--- src/rtl/wb_unit_pkg.sv ---
// rtl/wb_unit_pkg.sv - opcode/funct3 constants, writeback selects and FSM states for wb_unit
package wb_unit_pkg;

  localparam logic [4:0] OPC_LOAD   = 5'b00000;
  localparam logic [4:0] OPC_OP_IMM = 5'b00100;
  localparam logic [4:0] OPC_AUIPC  = 5'b00101;
  localparam logic [4:0] OPC_STORE  = 5'b01000;
  localparam logic [4:0] OPC_OP     = 5'b01100;
  localparam logic [4:0] OPC_LUI    = 5'b01101;
  localparam logic [4:0] OPC_BRANCH = 5'b11000;
  localparam logic [4:0] OPC_JALR   = 5'b11001;
  localparam logic [4:0] OPC_JAL    = 5'b11011;

  localparam logic [2:0] F3_LB  = 3'b000;
  localparam logic [2:0] F3_LH  = 3'b001;
  localparam logic [2:0] F3_LW  = 3'b010;
  localparam logic [2:0] F3_LBU = 3'b100;
  localparam logic [2:0] F3_LHU = 3'b101;

  typedef enum logic [1:0] {
    WB_ALU = 2'd0,
    WB_MEM = 2'd1,
    WB_PC4 = 2'd2
  } wb_sel_e;

  typedef enum logic {
    ST_RUN     = 1'b0,
    ST_IO_WAIT = 1'b1
  } state_e;

  typedef struct packed {
    wb_sel_e wb_sel;
    logic    regwen;
  } dec_t;

  function automatic logic f_misalign(input logic [2:0] funct3, input logic [1:0] addr);
    case (funct3)
      F3_LH, F3_LHU: return addr[0];
      F3_LW:         return (addr != 2'b00);
      default:       return 1'b0;
    endcase
  endfunction

endpackage

--- src/rtl/wb_unit_load_extract.sv ---
// rtl/wb_unit_load_extract.sv - byte/half/word selection and sign/zero extension of a load word
module load_extract
  import wb_unit_pkg::*;
#(
  parameter int XLEN = 32
) (
  input  logic [2:0]      i_funct3,
  input  logic [1:0]      i_addr,
  input  logic [XLEN-1:0] i_word,
  output logic [XLEN-1:0] o_data,
  output logic            o_misalign
);

  logic [7:0]  w_byte;
  logic [15:0] w_half;

  always_comb begin
    case (i_addr)
      2'd0:    w_byte = i_word[7:0];
      2'd1:    w_byte = i_word[15:8];
      2'd2:    w_byte = i_word[23:16];
      default: w_byte = i_word[31:24];
    endcase
    w_half     = i_addr[1] ? i_word[31:16] : i_word[15:0];
    o_misalign = f_misalign(i_funct3, i_addr);
    case (i_funct3)
      F3_LB:   o_data = {{(XLEN-8){w_byte[7]}}, w_byte};
      F3_LBU:  o_data = {{(XLEN-8){1'b0}}, w_byte};
      F3_LH:   o_data = {{(XLEN-16){w_half[15]}}, w_half};
      F3_LHU:  o_data = {{(XLEN-16){1'b0}}, w_half};
      default: o_data = i_word;
    endcase
  end

endmodule

--- src/rtl/wb_unit.sv ---
// rtl/wb_unit.sv - writeback stage: decode, load alignment, DMEM/IO load data and register-file write port
module wb_unit
  import wb_unit_pkg::*;
#(
  parameter int XLEN       = 32,
  parameter int NUM_IO     = 2,
  parameter int IO_IDX_LSB = 4,
  parameter int IO_TIMEOUT = 255
) (
  input  logic                   i_clk,
  input  logic                   i_rst,
  input  logic                   i_in_valid,
  output logic                   o_in_ready,
  input  logic [31:0]            i_in_inst,
  input  logic [XLEN-1:0]        i_in_alu,
  input  logic [XLEN-1:0]        i_in_pc4,
  input  logic [XLEN-1:0]        i_dmem_dout,
  output logic [NUM_IO-1:0]      o_io_req,
  input  logic [NUM_IO-1:0]      i_io_rvalid,
  input  logic [NUM_IO*XLEN-1:0] i_io_rdata,
  output logic                   o_rf_we,
  output logic [4:0]             o_rf_waddr,
  output logic [XLEN-1:0]        o_rf_wdata,
  output logic                   o_err_misalign,
  output logic                   o_err_timeout
);

  localparam int IDXW = (NUM_IO > 1) ? $clog2(NUM_IO) : 1;
  localparam int CW   = $clog2(IO_TIMEOUT + 1);
  localparam logic [CW-1:0] TO_VAL = CW'(IO_TIMEOUT);

  function automatic dec_t f_decode(input logic [4:0] opc);
    dec_t d;
    d.wb_sel = WB_ALU;
    d.regwen = 1'b0;
    case (opc)
      OPC_OP, OPC_OP_IMM, OPC_LUI, OPC_AUIPC: begin d.wb_sel = WB_ALU; d.regwen = 1'b1; end
      OPC_JAL, OPC_JALR:                      begin d.wb_sel = WB_PC4; d.regwen = 1'b1; end
      OPC_LOAD:                               begin d.wb_sel = WB_MEM; d.regwen = 1'b1; end
      default: ;
    endcase
    return d;
  endfunction

  state_e            r_state;
  logic [CW-1:0]     r_cnt;
  logic [NUM_IO-1:0] r_io_req;
  logic              r_s1_valid;
  wb_sel_e           r_s1_wb_sel;
  logic [2:0]        r_s1_funct3;
  logic [1:0]        r_s1_addr;
  logic [4:0]        r_s1_rd;
  logic              r_s1_regwen;
  logic              r_s1_io;
  logic [IDXW-1:0]   r_s1_idx;
  logic [XLEN-1:0]   r_s1_alu;
  logic [XLEN-1:0]   r_s1_pc4;

  dec_t              w_dec;
  logic              w_accept, w_in_io, w_in_misalign, w_io_start;
  logic [IDXW-1:0]   w_in_idx;
  logic [NUM_IO-1:0] w_req_oh, w_idx_oh;
  logic [XLEN-1:0]   w_io_word, w_word, w_ld_data;
  logic              w_rvalid_sel, w_wait, w_io_done, w_timeout;
  logic              w_ext_mis, w_misalign, w_slot;
  logic              w_unused;

  assign w_dec         = f_decode(i_in_inst[6:2]);
  assign o_in_ready    = (r_state == ST_RUN);
  assign w_accept      = i_in_valid && o_in_ready;
  assign w_in_io       = i_in_alu[XLEN-1] && (w_dec.wb_sel == WB_MEM);
  assign w_in_misalign = f_misalign(i_in_inst[14:12], i_in_alu[1:0]);
  assign w_io_start    = w_accept && w_in_io && !w_in_misalign;
  assign w_unused      = ^{i_in_inst[31:15], i_in_inst[1:0]};

  generate
    if (NUM_IO > 1) begin : g_idx
      assign w_in_idx = i_in_alu[IO_IDX_LSB +: IDXW];
    end else begin : g_idx0
      assign w_in_idx = '0;
    end
  endgenerate

  // Indices past NUM_IO-1 match no source, so such a load can only time out.
  always_comb begin
    w_req_oh  = '0;
    w_idx_oh  = '0;
    w_io_word = '0;
    for (int i = 0; i < NUM_IO; i++) begin
      w_req_oh[i] = (w_in_idx == IDXW'(i));
      if (r_s1_idx == IDXW'(i)) begin
        w_idx_oh[i] = 1'b1;
        w_io_word   = i_io_rdata[i*XLEN +: XLEN];
      end
    end
  end

  assign w_rvalid_sel = |(i_io_rvalid & w_idx_oh);
  assign w_wait       = (r_state == ST_IO_WAIT);
  assign w_io_done    = w_wait && w_rvalid_sel;
  assign w_timeout    = w_wait && !w_rvalid_sel && (r_cnt == TO_VAL);
  assign w_word       = r_s1_io ? w_io_word : i_dmem_dout;

  load_extract #(.XLEN(XLEN)) u_load_extract (
    .i_funct3   (r_s1_funct3),
    .i_addr     (r_s1_addr),
    .i_word     (w_word),
    .o_data     (w_ld_data),
    .o_misalign (w_ext_mis)
  );

  assign w_misalign     = (r_s1_wb_sel == WB_MEM) && w_ext_mis;
  assign w_slot         = r_s1_valid && (!w_wait || w_io_done || w_timeout);
  assign o_rf_we        = w_slot && r_s1_regwen && (r_s1_rd != 5'd0) && !w_misalign;
  assign o_rf_waddr     = r_s1_rd;
  assign o_err_misalign = r_s1_valid && !w_wait && w_misalign;
  assign o_err_timeout  = w_timeout;
  assign o_io_req       = r_io_req;

  always_comb begin
    case (r_s1_wb_sel)
      WB_PC4:  o_rf_wdata = r_s1_pc4;
      WB_MEM:  o_rf_wdata = w_timeout ? '0 : w_ld_data;
      default: o_rf_wdata = r_s1_alu;
    endcase
  end

  always_ff @(posedge i_clk) begin
    if (!i_rst) begin
      r_state     <= ST_RUN;
      r_cnt       <= '0;
      r_io_req    <= '0;
      r_s1_valid  <= 1'b0;
      r_s1_wb_sel <= WB_ALU;
      r_s1_funct3 <= '0;
      r_s1_addr   <= '0;
      r_s1_rd     <= '0;
      r_s1_regwen <= 1'b0;
      r_s1_io     <= 1'b0;
      r_s1_idx    <= '0;
      r_s1_alu    <= '0;
      r_s1_pc4    <= '0;
    end else begin
      r_io_req <= '0;
      case (r_state)
        ST_RUN: begin
          r_s1_valid <= w_accept;
          if (w_accept) begin
            r_s1_wb_sel <= w_dec.wb_sel;
            r_s1_funct3 <= i_in_inst[14:12];
            r_s1_addr   <= i_in_alu[1:0];
            r_s1_rd     <= i_in_inst[11:7];
            r_s1_regwen <= w_dec.regwen;
            r_s1_io     <= w_in_io;
            r_s1_idx    <= w_in_idx;
            r_s1_alu    <= i_in_alu;
            r_s1_pc4    <= i_in_pc4;
          end
          if (w_io_start) begin
            r_state  <= ST_IO_WAIT;
            r_cnt    <= '0;
            r_io_req <= w_req_oh;
          end
        end
        ST_IO_WAIT: begin
          if (w_io_done || w_timeout) begin
            r_state    <= ST_RUN;
            r_s1_valid <= 1'b0;
          end else begin
            r_cnt <= r_cnt + CW'(1);
          end
        end
        default: r_state <= ST_RUN;
      endcase
    end
  end

endmodule

--- config.mk ---
export PLATFORM = sky130hd
export DESIGN_NAME = wb_unit
export DESIGN_NICKNAME = d
export VERILOG_FILES = /design/src/rtl/wb_unit_pkg.sv /design/src/rtl/wb_unit_load_extract.sv /design/src/rtl/wb_unit.sv
export SDC_FILE = /design/constraint.sdc
export NUM_CORES = 1
export LEC_CHECK = 0
export ABC_AREA = 1
export CORE_UTILIZATION = 40
export CTS_CLUSTER_DIAMETER = 60
export DETAILED_ROUTE_END_ITERATION = 10
export PLACE_DENSITY = 0.87
export SYNTH_ARGS = -nofsm -noshare
export SYNTH_HDL_FRONTEND = slang
export SYNTH_HIERARCHICAL = 1
export SYNTH_SLANG_ARGS = --single-unit
--- constraint.sdc ---
create_clock -name i_clk -period 2 [get_ports i_clk]
set_input_delay 0.2 -clock i_clk [delete_from_list [all_inputs] [get_ports i_clk]]
set_output_delay 0.2 -clock i_clk [all_outputs]
set_load 0.005 [all_outputs]
# Yosys cells after proc, flatten, opt, wreduce, memory -nomap -nowiden
# Index checks and enable logic that the tools add are counted.
dict set report word_totals {
  regBits 91
  latch_bits 0
  mem_bits_rw 0
  romBits 0
  out_inout_bits 43
  mem_count 0
}
dict set report op_classes {
  add_sub_neg 1
  n_mul 0
  n_div 0
  magnitude_cmp 0
  n_eq_ne 22
  shift 0
  mux 20
  n_bitwise 5
  n_reduce_logical 35
}
# cell count
set ops {}
lappend ops {{one-hot mux 32 bit (4 select lines)} 1}
lappend ops {{2-to-1 mux 32 bit} 3}
lappend ops {{one-hot mux 32 bit (2 select lines)} 1}
lappend ops {{one-hot mux 8 bit (3 select lines)} 1}
lappend ops {{2-to-1 mux 16 bit} 1}
lappend ops {{2-to-1 mux 8 bit} 2}
lappend ops {{one-hot mux 8 bit (2 select lines)} 1}
lappend ops {{logical AND 1 bit} 14}
lappend ops {{== test 5 x 3 -> 1 bit, second input constant} 2}
lappend ops {{== test 5 x 4 -> 1 bit, second input constant} 2}
lappend ops {{== test 5 bit, second input constant} 2}
lappend ops {{== test 3 bit, second input constant} 3}
lappend ops {{one-hot mux 3 bit (3 select lines)} 1}
lappend ops {{adder 8 x 1 -> 8 bit, second input constant} 1}
lappend ops {{== test 8 bit, second input constant} 1}
lappend ops {{one-hot mux 1 bit (2 select lines)} 4}
lappend ops {{OR reduction 2 bit} 4}
lappend ops {{== test 2 x 1 -> 1 bit, second input constant} 3}
lappend ops {{== test 3 x 1 -> 1 bit, second input constant} 2}
lappend ops {{== test 3 x 2 -> 1 bit, second input constant} 2}
lappend ops {{zero test 5 bit} 1}
lappend ops {{2-to-1 mux 1 bit} 5}
lappend ops {{nonzero test 5 bit} 1}
lappend ops {{== test 2 bit, second input constant} 2}
lappend ops {{12 further kinds} 23}

# Longest topological paths before layout
dict set report logic_depth {
  depth_word 11
  mapped_depth 15
  mapped_depth_nobuf 12
}

# Modules after synthesis
# The synthesis kept the hierarchy.
# module instances cells_per_inst area_each_um2 seq_area_each_um2
set by_module_without_submodules {}
lappend by_module_without_submodules {wb_unit 1 770 4885.9 1761.7}
lappend by_module_without_submodules {load_extract 1 196 978.4 0.0}

# Least setup slack after synthesis
# No wires, ideal clock.
dict set report synth_timing {
  kind {reg-to-output}
  from {reg r_s1_io}
  to {out o_rf_wdata[26]}
  t_arrival_ns 1.929
  t_required_ns 1.800
  setup_slack_ns -0.129
  path_stages_with_launch 15
  cell_sequence {dfxtp_1 buf_2 buf_1 nor2_1 a31oi_1 inv_1 nand2_2 nand2_1 nand3_2 nand3_4 buf_8 nand3_1 nand2_1 o21a_1 nor2_1}
}
dict set report synth_between {
  elab_chain_cells 5
}
# element line_no
set synth_lines {}
lappend synth_lines {{start, declared} wb_unit.sv:54} ;# logic r_s1_io;
lappend synth_lines {{start signal, assigned} wb_unit.sv:154} ;# r_s1_io <= w_in_io;
lappend synth_lines {{2-to-1 mux 32 bit *} wb_unit.sv:102} ;# assign w_word = r_s1_io ? w_io_word : i_dmem_dout;
lappend synth_lines {{named net w_word[15]} wb_unit.sv:63} ;# logic [XLEN-1:0] w_io_word, w_word, w_ld_data;
lappend synth_lines {{one-hot mux 8 bit (3 select lines) or 2-to-1 mux 16 bit (tied branches)} {wb_unit_load_extract.sv:18, wb_unit_load_extract.sv:24}}
lappend synth_lines {{one-hot mux 32 bit (4 select lines) *} wb_unit_load_extract.sv:26} ;# case (i_funct3)
lappend synth_lines {{named net w_ld_data[26]} wb_unit.sv:63}
lappend synth_lines {{2-to-1 mux 32 bit *} wb_unit.sv:123} ;# WB_MEM: o_rf_wdata = w_timeout ? '0 : w_ld_data;
lappend synth_lines {{one-hot mux 32 bit (2 select lines) *} wb_unit.sv:121} ;# case (r_s1_wb_sel)
lappend synth_lines {{end, declared} wb_unit.sv:23} ;# output logic [XLEN-1:0] o_rf_wdata,
# The timed path passes the listed nets; every way through them passes the cells marked *.

==> flow_summary.rst <==
.. list-table::
   :header-rows: 1

   * - Metric
     - Value
   * - Routed len/inst
     - roughly 18 um
   * - Die extent in y
     - 123 um
   * - Largest net degree at the start of global routing
     - 78
   * - Overall overflow remaining after global route
     - 0
   * - Final cycle utilization of the critical path
     - 1.35
   * - Total clock buffers created by CTS
     - 9
   * - Global placer's final weighted congestion
     - 0.959
   * - Worst path setup slack after routing
     - -0.705 ns
   * - Clock H-tree levels
     - 3
   * - Fraction of layout cells with a size suffix above 1
     - 0.241
   * - Horizontal extent of the die
     - 123 um
   * - Clock-pin slew reported for the worst setup and hold paths after clock tree synthesis
     - ~0.06 ns
   * - Terminus of the critical flop-to-flop path
     - r_cnt[2]$_SDFFE_PN0P_
   * - Simple-gate portion of the synthesized area
     - 0.404
   * - Cell row count
     - 43
   * - RSZ-0062 raised after global routing
     - yes
   * - Worst hold path startpoint
     - i_rst
   * - Register-to-register setup slack
     - roughly 0.17 ns
   * - MaxCap Viol Count
     - 0
   * - Transition time at the pin with the least slew margin
     - between 0.5 and 0.6 ns
   * - Effective utilization at floorplan
     - 0.416
   * - Syn-to-layout area delta
     - 70.5%
   * - Fin. Hold Viols
     - 0
   * - Synth cell types
     - 37
   * - Part of the power in the clock network
     - 0.287
   * - Required time of the critical path
     - about 1.8 ns
   * - Instance count of the mapped netlist
     - about 970
   * - Number of enable-type register cells in the synthesized netlist
     - 0
   * - Number of cells traversed by the worst hold path
     - 3
   * - Clk Latency, worst-skew pair
     - approximately 0.34 ns
   * - Maximum frequency from static timing analysis
     - 370 MHz
   * - TritonCTS clock tree
     - yes
   * - Portion of the post-synthesis area used by sequential elements
     - 0.300
   * - Outcome
     - finished with violations
   * - Worst clock skew on the final layout
     - ~0.0055 ns
   * - Final TNS setup
     - -20.24 ns
   * - Adder and majority cell fraction of the synthesized area
     - 0.00640
   * - Post-synthesis share of cell area spent on xor and xnor gates
     - 0.00149
   * - Synth Area per Inst
     - between 6 and 7 um2
   * - Tmin final
     - between 2 and 3 ns
   * - Global-route total usage across every layer
     - 0.328
   * - #FFs+latches synth
     - just under 90
   * - Prevailing post-synth register cell
     - dfxtp_1
   * - Classification of the worst-slack hold path
     - primary input to flip-flop
   * - Arrival time reported for the critical path endpoint
     - between 2 and 3 ns
   * - Kind of capture point of the worst setup path
     - output pin
   * - Post-detailed-route via-to-cell ratio
     - ~5.6
   * - Start of the worst register-to-register path
     - r_s1_alu[4]$_SDFFE_PN0P_
   * - Proportion of power drawn by flip-flops and latches
     - 0.359
   * - Number of buffers between clock root and the deepest sink
     - 2
   * - Antenna violations before repair
     - 0
   * - Relative slew margins
     - 0.637
   * - Multiplexer share of the synthesized area
     - 0
   * - R2R depth
     - 13
   * - DRC violations left
     - 0
   * - Via count of the routed design
     - about 8,100
   * - Critical path startpoint category
     - flip-flop
   * - Final-report setup violation count
     - 35
   * - Area of the mapped netlist
     - ~6000 um2
   * - WHS Endpoint
     - r_s1_pc4[30]$_SDFFE_PN0P_
   * - Final nets
     - around 1,500
   * - Yosys warning count
     - 6
   * - Number of primary I/O pins
     - 240
   * - Largest family of logic cells by synthesized area
     - simple AND/OR/NAND/NOR gates
   * - Core box area
     - around 14,000 um2
   * - DRC violation total after the first TritonRoute iteration
     - approximately 940
   * - Number of nets produced by synthesis
     - ~1,200
   * - Sink count of the clock tree
     - 88
   * - Half-perimeter wire length of the detailed placement result
     - between 15 and 20 mm
   * - Net switching fraction of the power
     - 0.316
   * - Core occupancy in the finished layout
     - 0.709
   * - Leakage
     - between 4 and 5 nW
   * - Violations in the final reports
     - setup timing
   * - Share of the synthesized area in compound gates (AO/OA/AOI/OAI)
     - 0.205
   * - Final design instance area without fill
     - between 9000 and 10,000 um2
   * - Total placed instance area
     - between 8000 and 9000 um2
   * - Diodes inserted
     - 0
   * - Peak fanout along the critical path
     - 6
   * - Number of detailed-route iterations in the first pass
     - 6
   * - Total wire length
     - 26.4 mm
   * - Area of the die
     - between 15,000 and 20,000 um2
   * - Asr flop ratio synth
     - 0
   * - Library cell used as clock root buffer
     - clkbuf_16
   * - Remaining number of nets flagged by the antenna check after routing
     - 0
   * - Max-slew violations
     - 0
   * - Classification of the worst setup path
     - flip-flop to output pin
   * - Power share of the combinational group
     - 0.355
   * - Power Dens Cells
     - 539 nW/um2
   * - Number of buffers inserted by port buffering
     - 220
   * - Via count of the first global-routing pass
     - ~7,500
   * - Launching instance or port of the critical path
     - r_s1_alu[4]$_SDFFE_PN0P_
   * - Cell internal power dissipation
     - ~0.0037 W
   * - First-pass GRT wire length
     - 38.3 mm
   * - Maximum ir drop on the vdd rail
     - 0.000468 V
   * - Net switching power
     - around 0.0017 W
==> per-layer routing <==
| layer | part of all wire | track usage | vias to the layer above |
|---|---|---|---|
| li1 | - | - | 3765 |
| met4 | 0.039 | 0.149 | 0 |
| met3 | 0.11 | 0.0826 | 93 |
| met5 | 0 | 0 | - |
| met2 | 0.45 | 0.533 | 539 |
| met1 | 0.39 | 0.409 | 3725 |
==> cell usage in the layout (no fill, tap or decap), types with 2 or more instances in the layout <==
master           instances
buf_6                   22
buf_4                   95
nand4_1                  5
nand2_1                185
o211ai_1                 3
ha_1                     2
buf_12                  15
nand2_2                 19
o21a_1                  31
clkbuf_16               11
a31oi_1                  9
dfxtp_4                  4
o21ai_0                 88
o21ai_1                  2
a21oi_1                 48
buf_2                   32
clkdlybuf4s50_1        185
nor2_2                  11
a31oi_4                  9
nand3_1                 26
clkbuf_2                 2
nor3_1                   4
a31oi_2                 15
bufbuf_16                3
inv_2                    6
buf_8                    2
nor2_1                 261
dfxtp_1                 83
inv_1                   25
nor2_4                   6
nand3_2                 28
clkbuf_1                 3
nand2_4                  6
nand3_4                  6
==> metrics by stage <==
| step | cells | power [W] | setup slack (ns) | hold WS (ns) |
|---|---|---|---|---|
| detailed placement | 1391 | 0.00364 | -0.994 | 0.470 |
| global placement | 1391 | 0.00362 | -1.01 | 0.463 |
| finish | 1450 | 0.00539 | -0.705 | 0.376 |
| CTS | 1438 | 0.00522 | -0.656 | 0.377 |
| floorplan | 966 | 0.00271 | 0.00249 | 0.272 |
| global route | 1450 | 0.00561 | -0.769 | 0.405 |
==> cell type report <==
| type | instances | area (um2) |
|---|---|---|
| Tap cell | 180 | 225 |
| Fill cell | 1039 | 4100 |
| Inverter | 33 | 139 |
| Multi-Input combinational cell | 776 | 4110 |
| Clock buffer | 13 | 250 |
| Sequential cell | 88 | 1780 |
| Clock inverter | 1 | 5.00 |
| Timing Repair Buffer | 359 | 3490 |
==> how the worst max path moves through the flow <==
| stage | to | slack, ns | cells after the start |
|---|---|---|---|
| 6_report | o_rf_wdata[20] | -0.71 | 14 |
| 5_1_grt | o_rf_wdata[26] | -0.77 | 15 |
| 4_1_cts | o_rf_wdata[23] | -0.66 | 15 |
| 3_5_place_dp | o_rf_wdata[0] | -0.99 | 14 |
| 3_3_place_gp | o_rf_wdata[5] | -1.01 | 12 |
| 2_1_floorplan | o_rf_wdata[26] | 0.002 | 13 |
==> synth_stat cells, drive strengths merged (2+ instances only) <==
library cell    n  area, um2
a31oi          33        206
nor3            4       20.0
or2             2       15.0
o22ai           2       12.5
a21oi          49        249
ha              3       37.5
nand2         210        823
inv            33        126
nand3          60        378
o21ai          91        455
dfxtp          88       1760
nand4           5       31.3
o21a           31        233
clkbuf         43        161
nor2          278       1080
o211ai          3       22.5
buf            25        186
==> repair_timing <==
item / 4_1_cts / 5_1_grt
setup endpoints to repair: 43 / 35
hold buffers: 0 / 0
cloned: 5 / 2
setup buffers: 30 / 10
gates resized for setup: 217 / 67
pin swaps: 87 / 59
endpoints found under the hold margin: 0 / 0
==> cell families after synthesis <==
| group | count (synthesis) |
|---|---|
| and+or+nand+nor | 560 |
| xor gates and xnor gates | 1 |
| adders and majority gates | 3 |
| AOI/OAI and AO/OA | 212 |
| DFF | 88 |
| buffers and inverters | 102 |
==> worst max-delay path, stage by stage (launching register included) <==
cell      delay (ns)
dfxtp_4         0.35
buf_6           0.13
clkinv_8        0.06
buf_4           0.11
nand2_1         0.08
a31oi_4         0.21
nand2_1         0.16
nand3_4         0.13
nand3_4         0.17
buf_16          0.21
nand3_2         0.07
nand2_2         0.05
o21a_1          0.20
nor2_1          0.11
buf_2           0.13
==> power groups by stage <==
stage                     registers, W  logic [W]  clock network (W)
after global routing           0.00194    0.00204            0.00162
final                          0.00193    0.00191            0.00155
after CTS                      0.00193    0.00176            0.00153
after global placement         0.00196    0.00166                  0
after floorplan                0.00195   0.000764                  0
after detailed placement       0.00197    0.00168                  0
==> flip-flops by register name, summed over array words and instances, names as in the netlist <==
signal,cells
r_s1_pc4,32
r_s1_alu,31
r_cnt,8
o_rf_waddr,5
r_s1_funct3,3
o_io_req,2
r_s1_wb_sel,2
r_s1_addr,1
r_s1_io,1
r_s1_regwen,1
r_s1_valid,1
r_state,1
No activity file was read; power rests on OpenSTA's default activity.
